### config.mk
export PLATFORM = sky130hd
export DESIGN_NAME = fsm_trace_decoder
export DESIGN_NICKNAME = d
export VERILOG_FILES = /design/src/rtl/fsm_ucode_pkg.sv /design/src/rtl/sym_fifo.sv /design/src/rtl/fsm_trace_decoder.sv
export SDC_FILE = /design/constraint.sdc
export NUM_CORES = 1
export LEC_CHECK = 0
export CORE_MARGIN = 2
export CORE_UTILIZATION = 50
export DETAILED_ROUTE_END_ITERATION = 8
export GPL_TIMING_DRIVEN = 1
export PLACE_DENSITY = 0.83
export SETUP_SLACK_MARGIN = 0.4
export SYNTH_ARGS = -nofsm -noshare
export SYNTH_HDL_FRONTEND = slang
export SYNTH_SLANG_ARGS = --single-unit
### constraint.sdc
create_clock -name clk -period 8.8 [get_ports clk]
set_input_delay 2.2 -clock clk [delete_from_list [all_inputs] [get_ports clk]]
set_output_delay 2.2 -clock clk [all_outputs]
set_load 0.02 [all_outputs]
### src/rtl/fsm_ucode_pkg.sv
// Shared microcode table of the sequencer: branch kind per state and the dispatch ROMs.
// Pure constants and a combinational lookup; no timing or flow control involved.
package fsm_ucode_pkg;

  typedef enum logic [2:0] {
    BR_INC   = 3'b000,
    BR_DISP1 = 3'b001,
    BR_GOTO7 = 3'b010,
    BR_DISP2 = 3'b011,
    BR_GOTO0 = 3'b100
  } branch_e;

  // Entry i is the dispatch target for input symbol i.
  localparam logic [3:0][3:0] DISP1_ROM = {4'd6, 4'd6, 4'd5, 4'd4};
  localparam logic [3:0][3:0] DISP2_ROM = {4'd12, 4'd12, 4'd12, 4'd11};

  function automatic branch_e ucode_branch(input logic [3:0] state);
    branch_e br;
    case (state)
      4'd0, 4'd1, 4'd2, 4'd6, 4'd7, 4'd8, 4'd9: br = BR_INC;
      4'd3:                                     br = BR_DISP1;
      4'd4, 4'd5:                               br = BR_GOTO7;
      4'd10:                                    br = BR_DISP2;
      default:                                  br = BR_GOTO0;
    endcase
    return br;
  endfunction

endpackage

### src/rtl/sym_fifo.sv
// Small FIFO for recovered symbols; registered head, push visible one cycle later (no fall-through).
// Push while full is refused unless a pop happens in the same cycle; pop while empty is ignored.
module sym_fifo #(
  parameter int DEPTH = 4,
  parameter int W     = 3
) (
  input  logic         clk,
  input  logic         rst,
  input  logic         push,
  input  logic [W-1:0] push_dat,
  input  logic         pop,
  output logic         full,
  output logic         empty,
  output logic [W-1:0] head
);

  localparam int AW = $clog2(DEPTH);

  logic [W-1:0] mem_q [DEPTH];
  logic [W-1:0] mem_d [DEPTH];
  logic [AW:0]  wr_q, wr_d, rd_q, rd_d;
  logic         pop_ok, push_ok;

  // The extra pointer bit distinguishes full from empty when the indices match.
  assign empty   = (wr_q == rd_q);
  assign full    = (wr_q[AW] != rd_q[AW]) && (wr_q[AW-1:0] == rd_q[AW-1:0]);
  assign pop_ok  = pop && !empty;
  assign push_ok = push && (!full || pop_ok);
  assign head    = empty ? '0 : mem_q[rd_q[AW-1:0]];

  always_comb begin
    mem_d = mem_q;
    wr_d  = wr_q;
    rd_d  = rd_q;
    if (push_ok) begin
      mem_d[wr_q[AW-1:0]] = push_dat;
      wr_d                = wr_q + 1'b1;
    end
    if (pop_ok) begin
      rd_d = rd_q + 1'b1;
    end
  end

  always_ff @(posedge clk) begin
    if (rst) begin
      mem_q <= '{default: '0};
      wr_q  <= '0;
      rd_q  <= '0;
    end else begin
      mem_q <= mem_d;
      wr_q  <= wr_d;
      rd_q  <= rd_d;
    end
  end

endmodule

### src/rtl/fsm_trace_decoder.sv
// Checks observed sequencer transitions against the microcode table and recovers dispatch symbols.
// Status updates one edge after the sample; symbols queue in a FIFO, dropped (overflow) when full.
module fsm_trace_decoder
  import fsm_ucode_pkg::*;
#(
  parameter int FIFO_DEPTH = 4,
  parameter int CNT_W      = 8
) (
  input  logic             clk,
  input  logic             rst,
  input  logic             state_valid,
  input  logic [3:0]       state_in,
  output logic             sym_valid,
  input  logic             sym_ready,
  output logic [1:0]       sym_data,
  output logic             sym_ambig,
  output logic             err,
  output logic [3:0]       err_from,
  output logic [3:0]       err_to,
  output logic             overflow,
  output logic [CNT_W-1:0] pass_cnt
);

  logic [3:0]       prev_q, prev_d;
  logic             have_prev_q, have_prev_d;
  logic             err_q, err_d;
  logic [3:0]       err_from_q, err_from_d;
  logic [3:0]       err_to_q, err_to_d;
  logic             overflow_q, overflow_d;
  logic [CNT_W-1:0] pass_q, pass_d;

  logic             legal, is_disp;
  logic [3:0][3:0]  rom;
  logic [1:0]       dsym;
  logic [2:0]       nmatch;
  logic             push, pop, fifo_full, fifo_empty;
  logic [2:0]       fifo_head;

  // Transition legality and dispatch decode for prev_q -> state_in.
  always_comb begin
    legal   = 1'b0;
    is_disp = 1'b0;
    rom     = DISP1_ROM;
    dsym    = 2'd0;
    nmatch  = 3'd0;
    case (ucode_branch(prev_q))
      BR_INC:   legal = (state_in == 4'(prev_q + 4'd1));
      BR_GOTO7: legal = (state_in == 4'd7);
      BR_GOTO0: legal = (state_in == 4'd0);
      BR_DISP1: is_disp = 1'b1;
      BR_DISP2: begin
        is_disp = 1'b1;
        rom     = DISP2_ROM;
      end
      default:  legal = 1'b0;
    endcase
    if (is_disp) begin
      // Descending scan leaves the lowest input that reaches the target.
      for (int i = 3; i >= 0; i--) begin
        if (rom[i] == state_in) begin
          dsym   = 2'(i);
          nmatch = nmatch + 3'd1;
        end
      end
      legal = (nmatch != 3'd0);
    end
  end

  assign pop = sym_valid && sym_ready;

  always_comb begin
    prev_d      = prev_q;
    have_prev_d = have_prev_q;
    err_d       = err_q;
    err_from_d  = err_from_q;
    err_to_d    = err_to_q;
    pass_d      = pass_q;
    push        = 1'b0;
    if (state_valid) begin
      prev_d      = state_in;
      have_prev_d = 1'b1;
      if (have_prev_q) begin
        if (legal) begin
          push = is_disp;
          if (state_in == 4'd0) pass_d = pass_q + CNT_W'(1);
        end else begin
          err_d = 1'b1;
          if (!err_q) begin
            err_from_d = prev_q;
            err_to_d   = state_in;
          end
        end
      end
    end
    overflow_d = overflow_q || (push && fifo_full && !pop);
  end

  always_ff @(posedge clk) begin
    if (rst) begin
      prev_q      <= '0;
      have_prev_q <= 1'b0;
      err_q       <= 1'b0;
      err_from_q  <= '0;
      err_to_q    <= '0;
      overflow_q  <= 1'b0;
      pass_q      <= '0;
    end else begin
      prev_q      <= prev_d;
      have_prev_q <= have_prev_d;
      err_q       <= err_d;
      err_from_q  <= err_from_d;
      err_to_q    <= err_to_d;
      overflow_q  <= overflow_d;
      pass_q      <= pass_d;
    end
  end

  sym_fifo #(.DEPTH(FIFO_DEPTH), .W(3)) u_fifo (
    .clk      (clk),
    .rst      (rst),
    .push     (push),
    .push_dat ({nmatch > 3'd1, dsym}),
    .pop      (pop),
    .full     (fifo_full),
    .empty    (fifo_empty),
    .head     (fifo_head)
  );

  assign sym_valid = !fifo_empty;
  assign sym_data  = fifo_head[1:0];
  assign sym_ambig = fifo_head[2];
  assign err       = err_q;
  assign err_from  = err_from_q;
  assign err_to    = err_to_q;
  assign overflow  = overflow_q;
  assign pass_cnt  = pass_q;

endmodule

======== Yosys cells after proc, flatten, opt, wreduce, memory -nomap -nowiden ========
Memories as Yosys holds them, arrays and structs flattened. A register that Yosys moved wholly into a read port is not among the register bits.
Cells that the tools add are included.
word-level totals
  bits in read-only memories .............. 48
  word-level logic and storage cells ...... 91
  input port bits ......................... 8
  register bits after elaboration ......... 41
  memories kept ........................... 1
  output and inout port bits .............. 22
memory list
  name             depth  bits a word  rd ports  clocked after Yosys merged registers in  wr ports  RTL line             source
  (no name shown)  16     3            1         1                                        0         fsm_ucode_pkg.sv:19  case (state)
cells by class
  add/subtract/negate cells ............... 7
  order comparisons ....................... 4
  reduce and logical (&&, ||, !) cells .... 19
  bitwise gates (word level) .............. 4
  equal/unequal tests ..................... 13
  mux-type cells .......................... 30
operator list
  kind                                                                             count
  3-bit two-way mux                                                                12
  4-bit equality test                                                              5
  16-bit two-way mux                                                               1
  3-bit by 1-bit adder with 3-bit output, second input constant                    5
  12-bit bitwise mux                                                               1
  2-bit two-way mux                                                                5
  8-bit by 1-bit adder with 8-bit output, second input constant                    1
  4-bit two-way mux                                                                2
  4-bit AND reduction                                                              2
  1-bit logical AND                                                                7
  3-bit binary-select mux with 2-bit select                                        1
  3-bit demux with 2-bit select                                                    1
  3-bit by 2-bit equality test with 1-bit output, second input constant            2
  3-bit >= comparator, second input constant                                       2
  1-bit two-way mux                                                                6
  2-bit inverter with 3-bit output                                                 2
  4-bit by 1-bit adder with 4-bit output, second input constant                    1
  4-bit by 3-bit equality test with 1-bit output, second input constant            1
  4-bit logical NOT                                                                1
  3-bit by 1-bit equality test with 1-bit output, second input constant            1
  3-bit equality test                                                              1
  3-bit equality test, second input constant                                       1
  3-bit by 1-bit greater-than comparator with 1-bit output, second input constant  1
  1-bit logical NOT                                                                3
  other kinds (10)                                                                 12

======== Longest topological paths before layout ========
  word-level depth ........................ 22
  mapped depth ............................ 14
  mapped depth without buffers ............ 13

======== Cells and area by module ========
From an unflattened synthesis, not the netlist that was laid out.
second synthesis, totals
  cell total of the unflattened synthesis .. 270
  area total of the unflattened synthesis .. 2555.0 um^2
by module, submodules not included
  module             cells each  times used  seq. area each (um^2)  area each (um^2)
  fsm_trace_decoder  182         1           520.5                  1579.0
  sym_fifo           88          1           360.3                  975.9

======== Worst setup path before layout ========
OpenSTA, ideal clock, no wires.
  kind .................................... input port to flip-flop
  from .................................... in state_in[3]
  to ...................................... reg pass_q[2], in the netlist pass_cnt[2]
  slack ................................... 4.264 ns
  library setup time ...................... 0.132 ns
  cell stages on the path ................. 14
  data arrival time ....................... 4.404 ns
  buffers on the path ..................... 2
  cell sequence ........................... buf_2 -> nand3_1 -> nor2_1 -> a21oi_1 -> nor3b_1 -> inv_1 -> ha_1 -> nor2_1 -> nand2_1 -> mux2_2 -> o21ai_2 -> clkbuf_1 -> or4_1 -> a21oi_1
on the way
  word-level cells in the longest chain between the ends .. 15
RTL lines
  item                                    RTL line                  source
  start: declaration                      fsm_trace_decoder.sv:12   input logic [3:0] state_in,
  4-bit equality test                     fsm_trace_decoder.sv:60   if (rom[i] == state_in) begin
  1-bit two-way mux                       fsm_trace_decoder.sv:60
  3-bit two-way mux                       fsm_trace_decoder.sv:57   if (is_disp) begin
  3-bit by 1-bit adder with 3-bit output  fsm_trace_decoder.sv:62   nmatch = nmatch + 3'd1;
  3-bit two-way mux                       fsm_trace_decoder.sv:60
  3-bit two-way mux                       fsm_trace_decoder.sv:57
  3-bit by 1-bit adder with 3-bit output  fsm_trace_decoder.sv:62
  3-bit two-way mux                       fsm_trace_decoder.sv:60
  3-bit two-way mux                       fsm_trace_decoder.sv:57
  3-bit by 1-bit adder with 3-bit output  fsm_trace_decoder.sv:62
  3-bit two-way mux                       fsm_trace_decoder.sv:60
  3-bit two-way mux                       fsm_trace_decoder.sv:57
  3-bit nonzero test                      fsm_trace_decoder.sv:65   legal = (nmatch != 3'd0);
  1-bit two-way mux                       fsm_trace_decoder.sv:57
  4-bit AND reduction (no line) *         --
  end signal: assignment                  fsm_trace_decoder.sv:114  pass_q <= pass_d;
  end: declaration                        fsm_trace_decoder.sv:30   logic [CNT_W-1:0] pass_q, pass_d;
Every way passes the cells marked *; elsewhere a longest branch is shown, timed or not. The select of a mux whose other input is x is not followed.
A chain may end at the register's enable or synchronous reset.

======== Final worst setup path ========
  from .................................... in state_in[3]
  to ...................................... reg pass_q[7], in the netlist pass_cnt[7]
Same word-level chain as after synthesis.

==> run summary <==
The run finished with clean final reports. The static leakage came out at 1.04 nW. The tree is rooted in a sky130_fd_sc_hd__clkbuf_8. The largest driver fanout on the critical path came out at 15. The routed length per placed instance is 14.7 um.

At the end of routability-driven placement, the weighted congestion stood at 0.812. The final number of max-transition violations is 0. The count of flip-flops with a built-in enable after synthesis came out at 0. In this run the critical register-to-register path is captured at pass_cnt[7].

The nature of the critical path endpoint is a register. The violation count after the first detailed-routing iteration is 128. Dividing the detail-routed via count by the number of cells gives roughly 5.9. The number of synthesized register bits came out at 44. In this run the mean area of a mapped cell was 9.12 um2. STA classifies the critical path startpoint as an input pin.

0 antenna diodes ended up in the layout. Clock-pin slew was measured on the worst setup and hold paths at 0.08 ns. The total number of vias is around 2.0k.

The worst register-to-register path has a setup slack of 5.49 ns. The register area share after synthesis came out at 0.369. The top-area cell type share of the netlist area came out at 0.369. The number of antenna violations at the first check in global routing came to 0. The largest net degree at the start of global routing is 49. Across all hold checks on the routed design, the worst slack comes to 0.470 ns.

The final clock period utilization by the worst path came out at 0.586. The power per unit of standard cell area came out at between 100 and 150 mW/mm2. After synthesis the cells add up to 0.00239 mm2. The post-cts hold buffer count is 0. The quantity of I/O buffers inserted on ports is 29.

After clock tree synthesis, the setup repair step added 0 buffers. In the synthesized netlist the dominant register cell turns out to be sky130_fd_sc_hd__dfxtp_1. The switching share of power came out at 0.242. The number of design rule violations left after detail routing is 0. The first-pass GRT wire length is between 8 and 9 mm. The number of gates resized after CTS was 0. For the worst setup path, the data arrival time is 5.35 ns. The die span in x came out at 73.1 um. At the end of the flow the core is filled with cells to 0.595.

The slew at the pin closest to its max-slew limit came out at around 0.84 ns. The setup violation total in the final timing report came out at 0. The H-tree depth is 2. The largest voltage drop on the vdd net came out at 61.5 uV. The floorplan die height came out at roughly 73 um. The remaining global-route overflow came out at 0.

The commonest cells after synthesis are sky130_fd_sc_hd__dfxtp_1, sky130_fd_sc_hd__nor2_1, sky130_fd_sc_hd__a21oi_1, sky130_fd_sc_hd__nand3_1, sky130_fd_sc_hd__mux2i_1. The final layout contains 303 nets. Following the worst setup path forward leads to its endpoint at pass_cnt[7]. Setup repair after global routing left no endpoint under its margin. The maximum clock frequency is approximately 190 MHz. The switching power total came out at 0.0922 mW. The overall routed net length is 4.96 mm.

The worst-case clock buffer depth came out at 2. Internal power comes to 0.288 mW. The biggest area contributor in the post-synthesis netlist is sky130_fd_sc_hd__dfxtp_1. The time the worst path needs with I/O delays and setup came out at 5.16 ns. The number of sinks handled by clock tree synthesis came out at 44. The number of library cell types mapped by synthesis came out at 48. Sorting the synthesized cells by area gives the leading types as sky130_fd_sc_hd__dfxtp_1, sky130_fd_sc_hd__mux2i_1, sky130_fd_sc_hd__ha_1, sky130_fd_sc_hd__a21oi_1, sky130_fd_sc_hd__nand3_1. The power share of the combinational group came out at 0.102.

Compared with the post-synthesis result, the final layout area differs by 16.1%. In this run the worst setup path begins at state_in[3]. The overall die area came out at 0.00535 mm2.

The post-synthesis instance total came out at about 260. The placement row count came out at 25. The final HPWL from detailed placement came out at around 3.5 mm.

STA puts the critical path data required time at 8.99 ns. The share of flip-flops with an asynchronous set or reset after synthesis came out at 0. The via count of the first global-routing pass is 1868. The worst pin sits at a relative slew slack of 0.432. The area of the placeable core is 0.00466 mm2. The area of combinational cells with multiple inputs came out at 0.00141 mm2. The worst-case reg-to-reg path depth came out at 13. Counting every net in the synthesized netlist gives 281.

The completed layout was analyzed and its total power is 0.380 mW. In this run the remaining antenna-violating nets after routing total 0. The proportion of power drawn by the clock network came out at 0.355. The final-report hold violation count is 0. The total global-route track usage came out at 0.204. The most frequent cell after synthesis is sky130_fd_sc_hd__dfxtp_1.

The clock latency of the later-clocked register in the worst-skew pair came out at approximately 0.30 ns. The setup skew after layout came out at 0.00392 ns. Clock tree synthesis inserted a total of 5 buffers. The layout cell share with drive strength beyond 1 is 0.0704. The worst min-delay path category is register to register.

The post-route setup TNS is 0 ns. The area taken by flip-flops and latches came out at around 880 um2. The number of filler cells placed in the layout came out at approximately 420. The count of synthesis-stage warnings from yosys came out at 0. The total iterations of the first detailed-routing run came out at 4. The path type of the worst setup path is input pin to register.

Across the run, the number of max-cap violations was 0. The top-level port count came out at 30. The relative contribution of sequential cells to total power is 0.543. The initial standard-cell utilization of the core came out at 0.512. The TritonCTS clock tree is yes.
==> layer usage <==
metal / vias up / track usage / share of wire
met5: - / 0 / 0
met4: 0 / 0.117 / 0.035
met3: 15 / 0.0580 / 0.054
met2: 57 / 0.303 / 0.45
met1: 936 / 0.263 / 0.46
li1: 983 / - / -
==> registers in the layout (all words and copies together) (netlist names), 3 cells and up, named ones only <==
signal	count
u_fifo.mem_q	12
pass_cnt	8
err_from	4
err_to	4
prev_q	4
u_fifo.rd_q	3
u_fifo.wr_q	3
==> power groups by stage <==
stage,combinational (mW),clock (mW),sequential [mW]
floorplan,0.0271,0,0.211
global placement,0.0374,0,0.211
detailed placement,0.0384,0,0.211
CTS,0.0387,0.138,0.206
global route,0.0428,0.144,0.207
finish,0.0388,0.135,0.207
==> through the flow <==
stage,setup WS (ns),std cells,instance area (um2)
6_report,3.64,338,2770
5_1_grt,3.32,338,2770
4_1_cts,3.66,338,2770
3_5_place_dp,3.40,331,2680
3_3_place_gp,3.48,331,2680
2_1_floorplan,4.26,262,2390
==> worst min path at each step <==
stage / from / end / depth (start not counted)
after CTS: err_from[1] / err_from[1] / 2
final: err_from[0] / err_from[0] / 2
after global placement: have_prev_q / have_prev_q / 2
after floorplan: have_prev_q / have_prev_q / 2
after detailed placement: err_from[1] / err_from[1] / 2
after global routing: err_from[0] / err_from[0] / 2
==> final cells by class <==
| type | instances | share of cell area |
|---|---|---|
| Inverter | 5 | 0.00677 |
| Timing Repair Buffer | 30 | 0.107 |
| Multi-Input combinational cell | 198 | 0.509 |
| Clock buffer | 7 | 0.0347 |
| Tap cell | 54 | 0.0244 |
| Sequential cell | 44 | 0.318 |
==> layout by cell type (no fill, tap or decap), drive strengths merged <==
cell            n
a211oi          1
a21oi          22
a31oi           1
and2            3
and2b           1
and3            1
and3b           1
and4b           1
buf             1
clkbuf          7
clkdlybuf4s50  29
dfxtp          44
ha             11
inv             5
mux2            3
mux2i          17
mux4            3
nand2          12
nand2b         11
nand3          19
nand3b          5
nand4b          1
nor2           24
nor2b           2
nor3            3
nor3b           2
nor4            2
nor4b           2
o211ai          9
o21a            2
o21ai          12
o21bai          1
o22ai           1
o311ai          1
o31ai           5
or3             2
or3b            1
or4             6
xnor2           6
xor2            4
==> worst max-delay path, cell delays in order <==
cell	delay, ns
sky130_fd_sc_hd__clkdlybuf4s50_1	0.65
sky130_fd_sc_hd__nand3_1	0.14
sky130_fd_sc_hd__nor2_1	0.11
sky130_fd_sc_hd__a21oi_1	0.05
sky130_fd_sc_hd__nor3b_1	0.43
sky130_fd_sc_hd__inv_1	0.09
sky130_fd_sc_hd__ha_1	0.23
sky130_fd_sc_hd__nor2_1	0.16
sky130_fd_sc_hd__nand2_1	0.09
sky130_fd_sc_hd__mux2_2	0.30
sky130_fd_sc_hd__o21ai_2	0.49
sky130_fd_sc_hd__nor4_4	0.09
sky130_fd_sc_hd__mux2_1	0.32
==> cell families after synthesis <==
group	share of synthesized area
XOR/XNOR	0.0367
adder cells (fa/ha/maj)	0.0576
AND/OR/NAND/NOR	0.242
buffers and inverters	0.0398
flip-flops	0.369
multiplexers	0.114
AO/OA/AOI/OAI	0.141
No activity file was read; power rests on OpenSTA's default activity.
